[src/rtl/mlp_pkg.sv]
// Shared types and defaults for the MLP datapath.
// Fixed-point feature type and input packer state encoding.
package mlp_pkg;
  localparam int WIDTH = 16;
  localparam int FRAC  = 8;

  typedef logic signed [WIDTH-1:0] fx_t;

  typedef enum logic {
    FILL  = 1'b0,
    DRAIN = 1'b1
  } packer_state_e;
endpackage

[src/rtl/mlp_vec_slot.sv]
// One frame buffer: IN_DIM x WIDTH registers plus a full flag.
// Written one feature at a time; read as a flat vector.
module mlp_vec_slot #(
  parameter int IN_DIM = 10,
  parameter int WIDTH  = 16,
  parameter int IW     = 4
) (
  input  logic                    clk,
  input  logic                    rst,
  input  logic                    we_i,
  input  logic [IW-1:0]           idx_i,
  input  logic [WIDTH-1:0]        din_i,
  input  logic                    set_full_i,
  input  logic                    clr_full_i,
  output logic [IN_DIM*WIDTH-1:0] data_o,
  output logic                    full_o
);
  logic [WIDTH-1:0] mem_q [IN_DIM];
  logic             full_q;

  always_ff @(posedge clk) begin
    if (rst) begin
      for (int i = 0; i < IN_DIM; i++) begin
        mem_q[i] <= '0;
      end
      full_q <= 1'b0;
    end else begin
      if (we_i) begin
        mem_q[idx_i] <= din_i;
      end
      if (set_full_i) begin
        full_q <= 1'b1;
      end else if (clr_full_i) begin
        full_q <= 1'b0;
      end
    end
  end

  always_comb begin
    data_o = '0;
    for (int i = 0; i < IN_DIM; i++) begin
      data_o[i*WIDTH +: WIDTH] = mem_q[i];
    end
  end

  assign full_o = full_q;
endmodule

[src/rtl/mlp_in_packer.sv]
// Serial-to-parallel feature packer with ping-pong frame slots.
// Over-long frames are delivered truncated, the tail drained.
module mlp_in_packer #(
  parameter int IN_DIM = 10,
  parameter int WIDTH  = 16
) (
  input  logic                    clk,
  input  logic                    rst,
  input  logic                    s_valid,
  output logic                    s_ready,
  input  logic [WIDTH-1:0]        s_data,
  input  logic                    s_last,
  output logic                    vec_valid,
  input  logic                    vec_ready,
  output logic [IN_DIM*WIDTH-1:0] vec_data,
  output logic                    err_short,
  output logic                    err_long
);
  import mlp_pkg::*;

  localparam int CW = (IN_DIM > 1) ? $clog2(IN_DIM) : 1;
  localparam logic [CW-1:0] LAST = CW'(IN_DIM - 1);

  packer_state_e   state_q;
  logic            wr_ptr_q;
  logic            rd_ptr_q;
  logic [CW-1:0]   cnt_q;
  logic            err_short_q;
  logic            err_long_q;

  logic [1:0]              full;
  logic [1:0]              wsel;
  logic [1:0]              rsel;
  logic [IN_DIM*WIDTH-1:0] slot_data [2];
  logic accept;
  logic pop;
  logic at_last;
  logic fill_acc;
  logic wr_en;
  logic done;

  assign s_ready   = (state_q == DRAIN) | ~full[wr_ptr_q];
  assign accept    = s_valid & s_ready;
  assign vec_valid = full[rd_ptr_q];
  assign pop       = vec_valid & vec_ready;
  assign vec_data  = slot_data[rd_ptr_q];
  assign at_last   = (cnt_q == LAST);
  assign fill_acc  = accept & (state_q == FILL);
  // a short frame's closing beat is never stored
  assign wr_en     = fill_acc & (at_last | ~s_last);
  assign done      = fill_acc & at_last;
  assign wsel      = {wr_ptr_q, ~wr_ptr_q};
  assign rsel      = {rd_ptr_q, ~rd_ptr_q};

  for (genvar g = 0; g < 2; g++) begin : g_slot
    mlp_vec_slot #(
      .IN_DIM (IN_DIM),
      .WIDTH  (WIDTH),
      .IW     (CW)
    ) u_slot (
      .clk        (clk),
      .rst        (rst),
      .we_i       (wr_en & wsel[g]),
      .idx_i      (cnt_q),
      .din_i      (s_data),
      .set_full_i (done & wsel[g]),
      .clr_full_i (pop & rsel[g]),
      .data_o     (slot_data[g]),
      .full_o     (full[g])
    );
  end

  always_ff @(posedge clk) begin
    if (rst) begin
      state_q     <= FILL;
      wr_ptr_q    <= 1'b0;
      rd_ptr_q    <= 1'b0;
      cnt_q       <= '0;
      err_short_q <= 1'b0;
      err_long_q  <= 1'b0;
    end else begin
      err_short_q <= 1'b0;
      err_long_q  <= 1'b0;
      if (pop) begin
        rd_ptr_q <= ~rd_ptr_q;
      end
      case (state_q)
        FILL: begin
          if (accept) begin
            if (at_last) begin
              cnt_q    <= '0;
              wr_ptr_q <= ~wr_ptr_q;
              if (!s_last) begin
                err_long_q <= 1'b1;
                state_q    <= DRAIN;
              end
            end else if (s_last) begin
              cnt_q       <= '0;
              err_short_q <= 1'b1;
            end else begin
              cnt_q <= cnt_q + 1'b1;
            end
          end
        end
        DRAIN: begin
          if (accept && s_last) begin
            state_q <= FILL;
          end
        end
      endcase
    end
  end

  assign err_short = err_short_q;
  assign err_long  = err_long_q;
endmodule
[config.mk]
export PLATFORM = sky130hd
export DESIGN_NAME = mlp_in_packer
export DESIGN_NICKNAME = d
export VERILOG_FILES = /design/src/rtl/mlp_pkg.sv /design/src/rtl/mlp_vec_slot.sv /design/src/rtl/mlp_in_packer.sv
export SDC_FILE = /design/constraint.sdc
export NUM_CORES = 1
export LEC_CHECK = 0
export ABC_CLOCK_PERIOD_IN_PS = 3800
export CORE_ASPECT_RATIO = 1.5
export CORE_MARGIN = 5
export CORE_UTILIZATION = 35
export DETAILED_ROUTE_END_ITERATION = 7
export PLACE_DENSITY_LB_ADDON = 0.3
export SYNTH_ARGS = -nofsm -noshare
export SYNTH_HDL_FRONTEND = slang
export SYNTH_SLANG_ARGS = --single-unit
[constraint.sdc]
create_clock -name clk -period 3.8 [get_ports clk]
set_input_delay 0.57 -clock clk [delete_from_list [all_inputs] [get_ports clk]]
set_output_delay 0.57 -clock clk [all_outputs]
set_load 0.1 [all_outputs]
# Yosys cells after proc, flatten, opt, wreduce, memory -nomap -nowiden
# Memories as Yosys holds them, arrays and structs flattened.
# Index checks and enable logic that the tools add are counted.
[word_totals]
register_bits = 11
latchBits = 0
ramBits = 320
romBits = 0
input_bits = 21
output_inout_bits = 164
elab_cells = 77
memories = 2
[op_classes]
add_sub_neg = 1
n_mul = 0
div = 0
order_cmp = 3
eq_ne = 1
shifts = 0
muxes = 33
bitwise = 20
reduce_logical = 9
[memory_table]
columns = ["name", "depth", "word_bits", "read_ports", "rd_clocked_by_memory_dff", "write_ports", "line", "source"]
rows = [
  ["g_slot[0].u_slot.mem_q", 10, 16, 10, 0, 10, "mlp_vec_slot.sv:18", "logic [WIDTH-1:0] mem_q [IN_DIM];"],
  ["g_slot[1].u_slot.mem_q", 10, 16, 10, 0, 10, "mlp_vec_slot.sv:18", ""],
]
[ops]
columns = ["op", "count"]
rows = [
  ["2-to-1 mux 160 bit", 3],
  ["2-to-1 mux 16 bit", 2],
  ["OR reduction 16 bit", 2],
  ["2-to-1 mux 1 bit", 23],
  ["2-to-1 mux 4 bit", 4],
  ["bitwise AND 1 bit", 11],
  ["NOT 1 bit", 6],
  ["adder 4 x 1 -> 4 bit (second input constant)", 1],
  ["== test 4 bit (second input constant)", 1],
  ["< comparator 1 x 2 -> 1 bit (second input constant)", 2],
  ["nonzero test 2 bit", 2],
  ["OR reduction 4 bit", 1],
  ["AND reduction 3 bit", 1],
  ["greater-or-equal comparator 2 bit (second input constant)", 1],
  ["NOT 1 -> 2 bit", 1],
  ["bitwise OR 1 bit", 2],
  ["case mux 1 bit (2 select lines)", 1],
  ["AND reduction 2 bit", 1],
  ["OR reduction 2 bit", 1],
  ["logical AND 1 bit", 1],
]

# Logic depth before layout (Yosys ltp)
# Gate-level depths: netlist (run 1).
[depth]
ltp_word = 13
depth_mapped = 8
ltp_nobuf = 5

# By module
# From an unflattened synthesis (run 1), not the netlist that was laid out.
[hier_totals]
cells_unflattened = 1032
hier_area_um2 = 14993.1
[modules_own_cells]
columns = ["module", "instances", "cells_per_inst", "area_per_inst_um2"]
rows = [
  ["mlp_vec_slot at g_slot[1].u_slot", 1, 398, 6349.8],
  ["mlp_vec_slot at g_slot[0].u_slot", 1, 398, 6264.8],
  ["mlp_in_packer", 1, 236, 2378.5],
]

# Least setup slack after synthesis (run 1)
# OpenSTA, ideal clock, no wires.
[synth_path]
path_type = "register to register"
startpoint = "register cnt_q[1]"
endpoint = "memory g_slot[0].u_slot.mem_q[9][0] (enable)"
t_arrival_ns = 2.963
required_ns = 3.364
path_slack_ns = 0.401
stages_incl_launch_ff = 8
n_path_buf = 2
path_cell_list = "dfxtp_1 -> inv_1 -> ha_1 -> and3b_1 -> buf_6 -> o211ai_1 -> buf_2 -> o41ai_1"
[synth_lines]
columns = ["item", "line", "source"]
rows = [
  ["start, declared", "mlp_in_packer.sv:27", "logic [CW-1:0] cnt_q;"],
  ["start signal, assigned", "mlp_in_packer.sv:101", "cnt_q <= cnt_q + 1'b1;"],
  ["end, declared", "mlp_vec_slot.sv:18", ""],
]

==> results of run 1 <==
==> through the flow <==
step                setup WS, ps  cell area, um2  power, mW  utilization
global route                 517           17200       8.27        0.427
floorplan                    401           14300       4.94            -
CTS                          650           17200       8.07        0.427
detailed placement           515           16300       5.22        0.405
finish                       631           17200       8.01        0.427
global placement             551           16300       5.22        0.405
==> area by class of cell <==
| type | count | share of cell area |
|---|---|---|
| inverter | 7 | 0.00153 |
| sequential | 331 | 0.571 |
| multi-input combinational | 601 | 0.235 |
| timing repair buffer | 224 | 0.103 |
| clock buffer | 40 | 0.0470 |
| tap | 506 | 0.0368 |
| clock inverter | 15 | 0.00618 |
==> state kept, by name (all words and copies together) (netlist names) <==
| register | flops |
|---|---|
| g_slot.u_slot.mem_q | 320 |
| cnt_q | 4 |
| g_slot.u_slot.full_o | 2 |
| err_long | 1 |
| err_short | 1 |
| rd_ptr_q | 1 |
| state_q | 1 |
| wr_ptr_q | 1 |
==> placed cells by master (no fill, tap or decap), drive strengths merged, types with 3 or more instances in the layout <==
| cell | instances |
|---|---|
| mux2 | 162 |
| nor2 | 259 |
| nand4 | 5 |
| clkbuf | 40 |
| inv | 7 |
| nor3 | 66 |
| edfxtp | 320 |
| nand2 | 51 |
| o2111ai | 10 |
| nor2b | 3 |
| dfxtp | 11 |
| buf | 202 |
| o21ai | 10 |
| nor4b | 3 |
| clkinv | 13 |
| clkdlybuf4s50 | 22 |
==> power by group through the flow <==
stage	combinational, mW	clock (mW)	sequential (mW)
6_report	0.987	2.87	4.15
5_1_grt	1.02	3.09	4.16
4_1_cts	0.992	2.92	4.15
3_5_place_dp	0.991	0	4.23
3_3_place_gp	0.988	0	4.23
2_1_floorplan	0.714	0	4.22
==> per-layer routing <==
metal	vias to the layer above	part of all wire	GRT usage
met1	4548	0.41	0.242
met3	48	0.062	0.0261
met4	0	0.027	0.0533
li1	4035	-	-
met2	353	0.50	0.311
met5	-	0	0
==> worst max path at each step <==
stage             start                            end  slack [ps]  cells past startpoint
2_1_floorplan  cnt_q[1]   g_slot[0].u_slot.mem_q[9][0]         400                      7
3_3_place_gp        rst  g_slot[1].u_slot.mem_q[5][13]         550                      4
3_5_place_dp        rst   g_slot[1].u_slot.mem_q[5][4]         520                      4
4_1_cts        cnt_q[0]  g_slot[1].u_slot.mem_q[6][12]         650                      6
5_1_grt        cnt_q[0]   g_slot[1].u_slot.mem_q[6][4]         520                      6
6_report       cnt_q[0]  g_slot[1].u_slot.mem_q[6][13]         630                      6
==> logic make-up (layout without fill, tap and decap cells) <==
group                      Yosys count  in the layout
DFF                                331            331
and+or+nand+nor                    402            402
muxes                              164            164
buffers and inverters               77            286
adders and majority gates            2              2
AOI/OAI and AO/OA                   33             33
==> worst max-delay path, cell delays in order, from the launching register on <==
cell       delay, ps
dfxtp_1          600
ha_1             260
and3b_1          690
buf_4            290
o2111ai_2        130
buf_4            250
nand2_1          560
==> impl_metrics.json, run 1 <==
{
  "finalNonFillerCells": 1724,
  "clkTransAtPathRegs_ps": 70,
  "cp.required_ps": 4000,
  "routedWlPerCell_um": 24.5,
  "fin_tns_setup_ps": 0,
  "syn_nets": 1032,
  "slew_headroom": 0.348,
  "synth.most_common_cell": "edfxtp_1",
  "synthFlopType": "edfxtp_1",
  "grt_max_degree": 103,
  "postCtsHoldBufs": 0,
  "skew_ps": 17.7,
  "initial_core_util": 0.354,
  "ys_seq_area_frac": 0.688,
  "synth_xor_area_frac": 0,
  "avgSynthCellArea_um2": 14.2,
  "synth_top_family_by_area": "multiplexers",
  "yosysTopAreaCell": "edfxtp_1",
  "die_area_mm2": 0.0450,
  "synth_area_mm2": 0.0143,
  "grt_setup_unrepaired": "false",
  "htreeDepth": 1,
  "drc_errors": 0,
  "r2r_slack_ps": 630,
  "die_w_um": 175,
  "criticalPathCategory": "flop to flop",
  "synth_common_cells": "edfxtp_1 (320), nor2_1 (248), mux2_2 (162), nor3_1 (66), nand2_1 (48)",
  "diodes": 0,
  "detail_route.first_pass.iterations": 6,
  "syn2layout_area_growth_pct": 20.6,
  "finalCritPeriodShare": 0.834,
  "holdPathStages": 2,
  "r2r_cells": 6,
  "postCtsSetupRepairBufs": 0,
  "cp-start-kind": "flop",
  "cts_tree": "done",
  "pwr-share-clk": 0.358,
  "die_h_um": 257,
  "drv_cap": 0,
  "dp_hpwl_um": 27700,
  "postSynthCellCount": 1009,
  "grt_pass1_vias": 8888,
  "setup_viol": 0,
  "min_from": "g_slot[0].u_slot.full_o",
  "finalHoldViolCount": 0,
  "cp.arrival_ps": 3370,
  "track_usage": 0.182,
  "synth_fa_ha_area_frac": 0.00175,
  "clockRootBuffer": "clkbuf_16",
  "worst_pin_slew_ps": 976,
  "final_layout_size_suffix_gt1_frac": 0.359,
  "core_mm2": 0.0403,
  "p_sw_mw": 2.13,
  "cts_buffers": 30,
  "final_nets": 1218,
  "drtIter0Drc": 848,
  "cts.sinks": 331,
  "synthMuxAreaShare": 0.129,
  "row_count": 90,
  "peakVddDrop_uv": 291,
  "slew_viol_final": 0,
  "fin_crit_ps": 3170,
  "hold_class": "flop to flop",
  "postSynth.asyncResetShare": 0,
  "rr_startpoint": "cnt_q[0]",
  "p_int_mw": 5.87,
  "placed_cells": 1669,
  "p_leak_nw": 6.08,
  "grt.overflow.total": 0,
  "port_buffers": 184,
  "synth_top_cell_area_share": 0.673,
  "synthTopCellsByArea": "edfxtp_1 (67%), mux2_2 (13%), nor2_1 (6.5%)",
  "synth-edff-count": 320,
  "power_density_mw_per_mm2": 465,
  "grt_pass1_wl_um": 60200,
  "pwr-share-comb": 0.123,
  "ys_types": 46,
  "synth_warnings": 0,
  "viasPerCell": 5.21,
  "synth_compound_area_frac": 0.0266,
  "min_delay_worst_endpoint": "g_slot[0].u_slot.full_o",
  "num_io_pins": 185,
  "wirelength_um": 42300,
  "status": "finished clean",
  "cts_buffer_depth": 3,
  "insertion_delay_ps": 560,
  "seq_power_share": 0.519,
  "whs_ps": 544,
  "multi_input_area_mm2": 0.00404,
  "crit_fanout": 17,
  "place.gp.congestion": 0.811,
  "fmax_mhz": 316,
  "antenna_left": 0,
  "end_kind": "flop",
  "synthSimpleGateAreaFrac": 0.123,
  "routed-via-count": 8984,
  "synth-seq-cells": 331,
  "fill_cells": 3743,
  "antenna_found_initial": 0,
  "swShare": 0.267,
  "r2r-end": "g_slot[1].u_slot.mem_q[6][13]",
  "cts.repair.resized": 0,
  "regArea_mm2": 0.00983
}
Power figures use the tool's default switching activity.
==> inputs of run 2 (changes only) <==
ABC_CLOCK_PERIOD_IN_PS = 2750   (was 3800)
clock period = 2.75 ns   (was 3.8 ns; I/O delays follow)
==> impl_metrics.json, run 2 (synthesis gave the netlist of run 1 again) <==
{
  "cts_buffer_depth": 3,
  "grt_max_degree": 98,
  "track_usage": 0.192,
  "die_w_um": 175,
  "place.gp.congestion": 0.838,
  "cp.required_ps": 2340,
  "placed_cells": 1721,
  "final_layout_size_suffix_gt1_frac": 0.393,
  "antenna_found_initial": 2,
  "row_count": 90,
  "fmax_mhz": 386,
  "worst_pin_slew_ps": 689,
  "postCtsSetupRepairBufs": 0,
  "grt_setup_unrepaired": "false",
  "cp-start-kind": "flop",
  "power_density_mw_per_mm2": 624,
  "criticalPathCategory": "flop to primary output",
  "syn2layout_area_growth_pct": 32.8,
  "antenna_left": 0,
  "p_leak_nw": 6.77,
  "core_mm2": 0.0403,
  "port_buffers": 184,
  "drv_cap": 0,
  "viasPerCell": 5.21,
  "drc_errors": 0,
  "grt.overflow.total": 0,
  "fin_crit_ps": 2590,
  "wirelength_um": 44300,
  "most-common-layout-cells": "edfxtp_1 (320), nor2_1 (248), mux2_2 (162)",
  "routed-via-count": 9266,
  "slew_viol_final": 0,
  "cts_tree": "done",
  "mostFrequentLayoutCell": "edfxtp_1",
  "skew_ps": 18.8,
  "final_nets": 1270,
  "insertion_delay_ps": 570,
  "postCtsHoldBufs": 0,
  "drtIter0Drc": 735,
  "routedWlPerCell_um": 24.9,
  "clkTransAtPathRegs_ps": 70,
  "finalNonFillerCells": 1778,
  "fill_cells": 3509,
  "die_area_mm2": 0.0450,
  "finalCritPeriodShare": 0.943,
  "status": "finished clean",
  "end_kind": "primary output",
  "utilization": 0.471,
  "hold_class": "flop to flop",
  "grt_pass1_wl_um": 63800,
  "crit_fanout": 97,
  "num_io_pins": 185,
  "peakVddDrop_uv": 375,
  "cts.sinks": 331,
  "setup_viol": 0,
  "initial_core_util": 0.354,
  "largest_register_ffs": 320,
  "slew_headroom": 0.540,
  "finalHoldViolCount": 0,
  "top_register": "g_slot.u_slot.mem_q",
  "dp_hpwl_um": 29600,
  "grt_pass1_vias": 9523,
  "die_h_um": 257,
  "cp.arrival_ps": 2180,
  "clockRootBuffer": "clkbuf_16",
  "cts_buffers": 30,
  "cts.repair.resized": 0,
  "htreeDepth": 1,
  "detail_route.first_pass.iterations": 5
}
-- run 2: worst max-delay path: stages (launching register included) --
cell	delay, ps
dfxtp_4	370
buf_12	370
mux2_2	440
buf_4	240
-- run 2: final timing paths --
check	depth (start not counted)	from	endpoint	slack (ps)
worst max-delay path	3	rd_ptr_q	vec_data[72]	160
worst min-delay path	2	g_slot[0].u_slot.full_o	g_slot[0].u_slot.full_o	540
worst max register to register	7	cnt_q[1]	g_slot[0].u_slot.mem_q[8][12]	500
worst min register to register	2	g_slot[0].u_slot.full_o	g_slot[0].u_slot.full_o	540
-- run 2: stage by stage --
| step | worst slack [ps] | setup TNS [ps] | hold slack [ps] | power, mW | instance area (um2) |
|---|---|---|---|---|---|
| detailed placement | 291 | 0 | 537 | 7.42 | 17900 |
| CTS | 159 | 0 | 547 | 11.9 | 19000 |
| finish | 156 | 0 | 544 | 11.8 | 19000 |
| floorplan | -649 | -20770 | 469 | 6.82 | 14300 |
| global placement | 312 | 0 | 523 | 7.41 | 17900 |
| global route | 110 | 0 | 576 | 12.2 | 19000 |
-- run 2: layer usage --
layer	vias to the layer above	wire [um]	global-route usage
li1	4153	-	-
met1	4704	17200	0.243
met2	342	22800	0.334
met3	65	2980	0.0355
met4	2	1310	0.0616
met5	-	7	0
-- run 2: report_power, final --
group | internal, mW | total (mW) | switching (mW) | leakage [nW]
clock network | 2.66 | 4.54 | 1.88 | 0.511
logic | 0.425 | 1.57 | 1.15 | 2.86
registers | 5.69 | 5.73 | 0.0451 | 3.40
total | 8.77 | 11.8 | 3.07 | 6.77
-- run 2: final cells by class --
class	instances	area (um2)	share of cell area
Antenna cell	1	2.50	0.000132
Clock inverter	20	270	0.0142
Sequential cell	331	9830	0.518
Inverter	7	26.3	0.00139
Multi-Input combinational cell	601	4040	0.213
Timing Repair Buffer	276	3360	0.177
Clock buffer	36	805	0.0424
Tap cell	506	633	0.0334
==> inputs of run 3 (changes only) <==
GPL_TIMING_DRIVEN = 1   (was default)
==> results of run 3 <==
No change in the layout: final DEF, timing and power equal those of run 2.
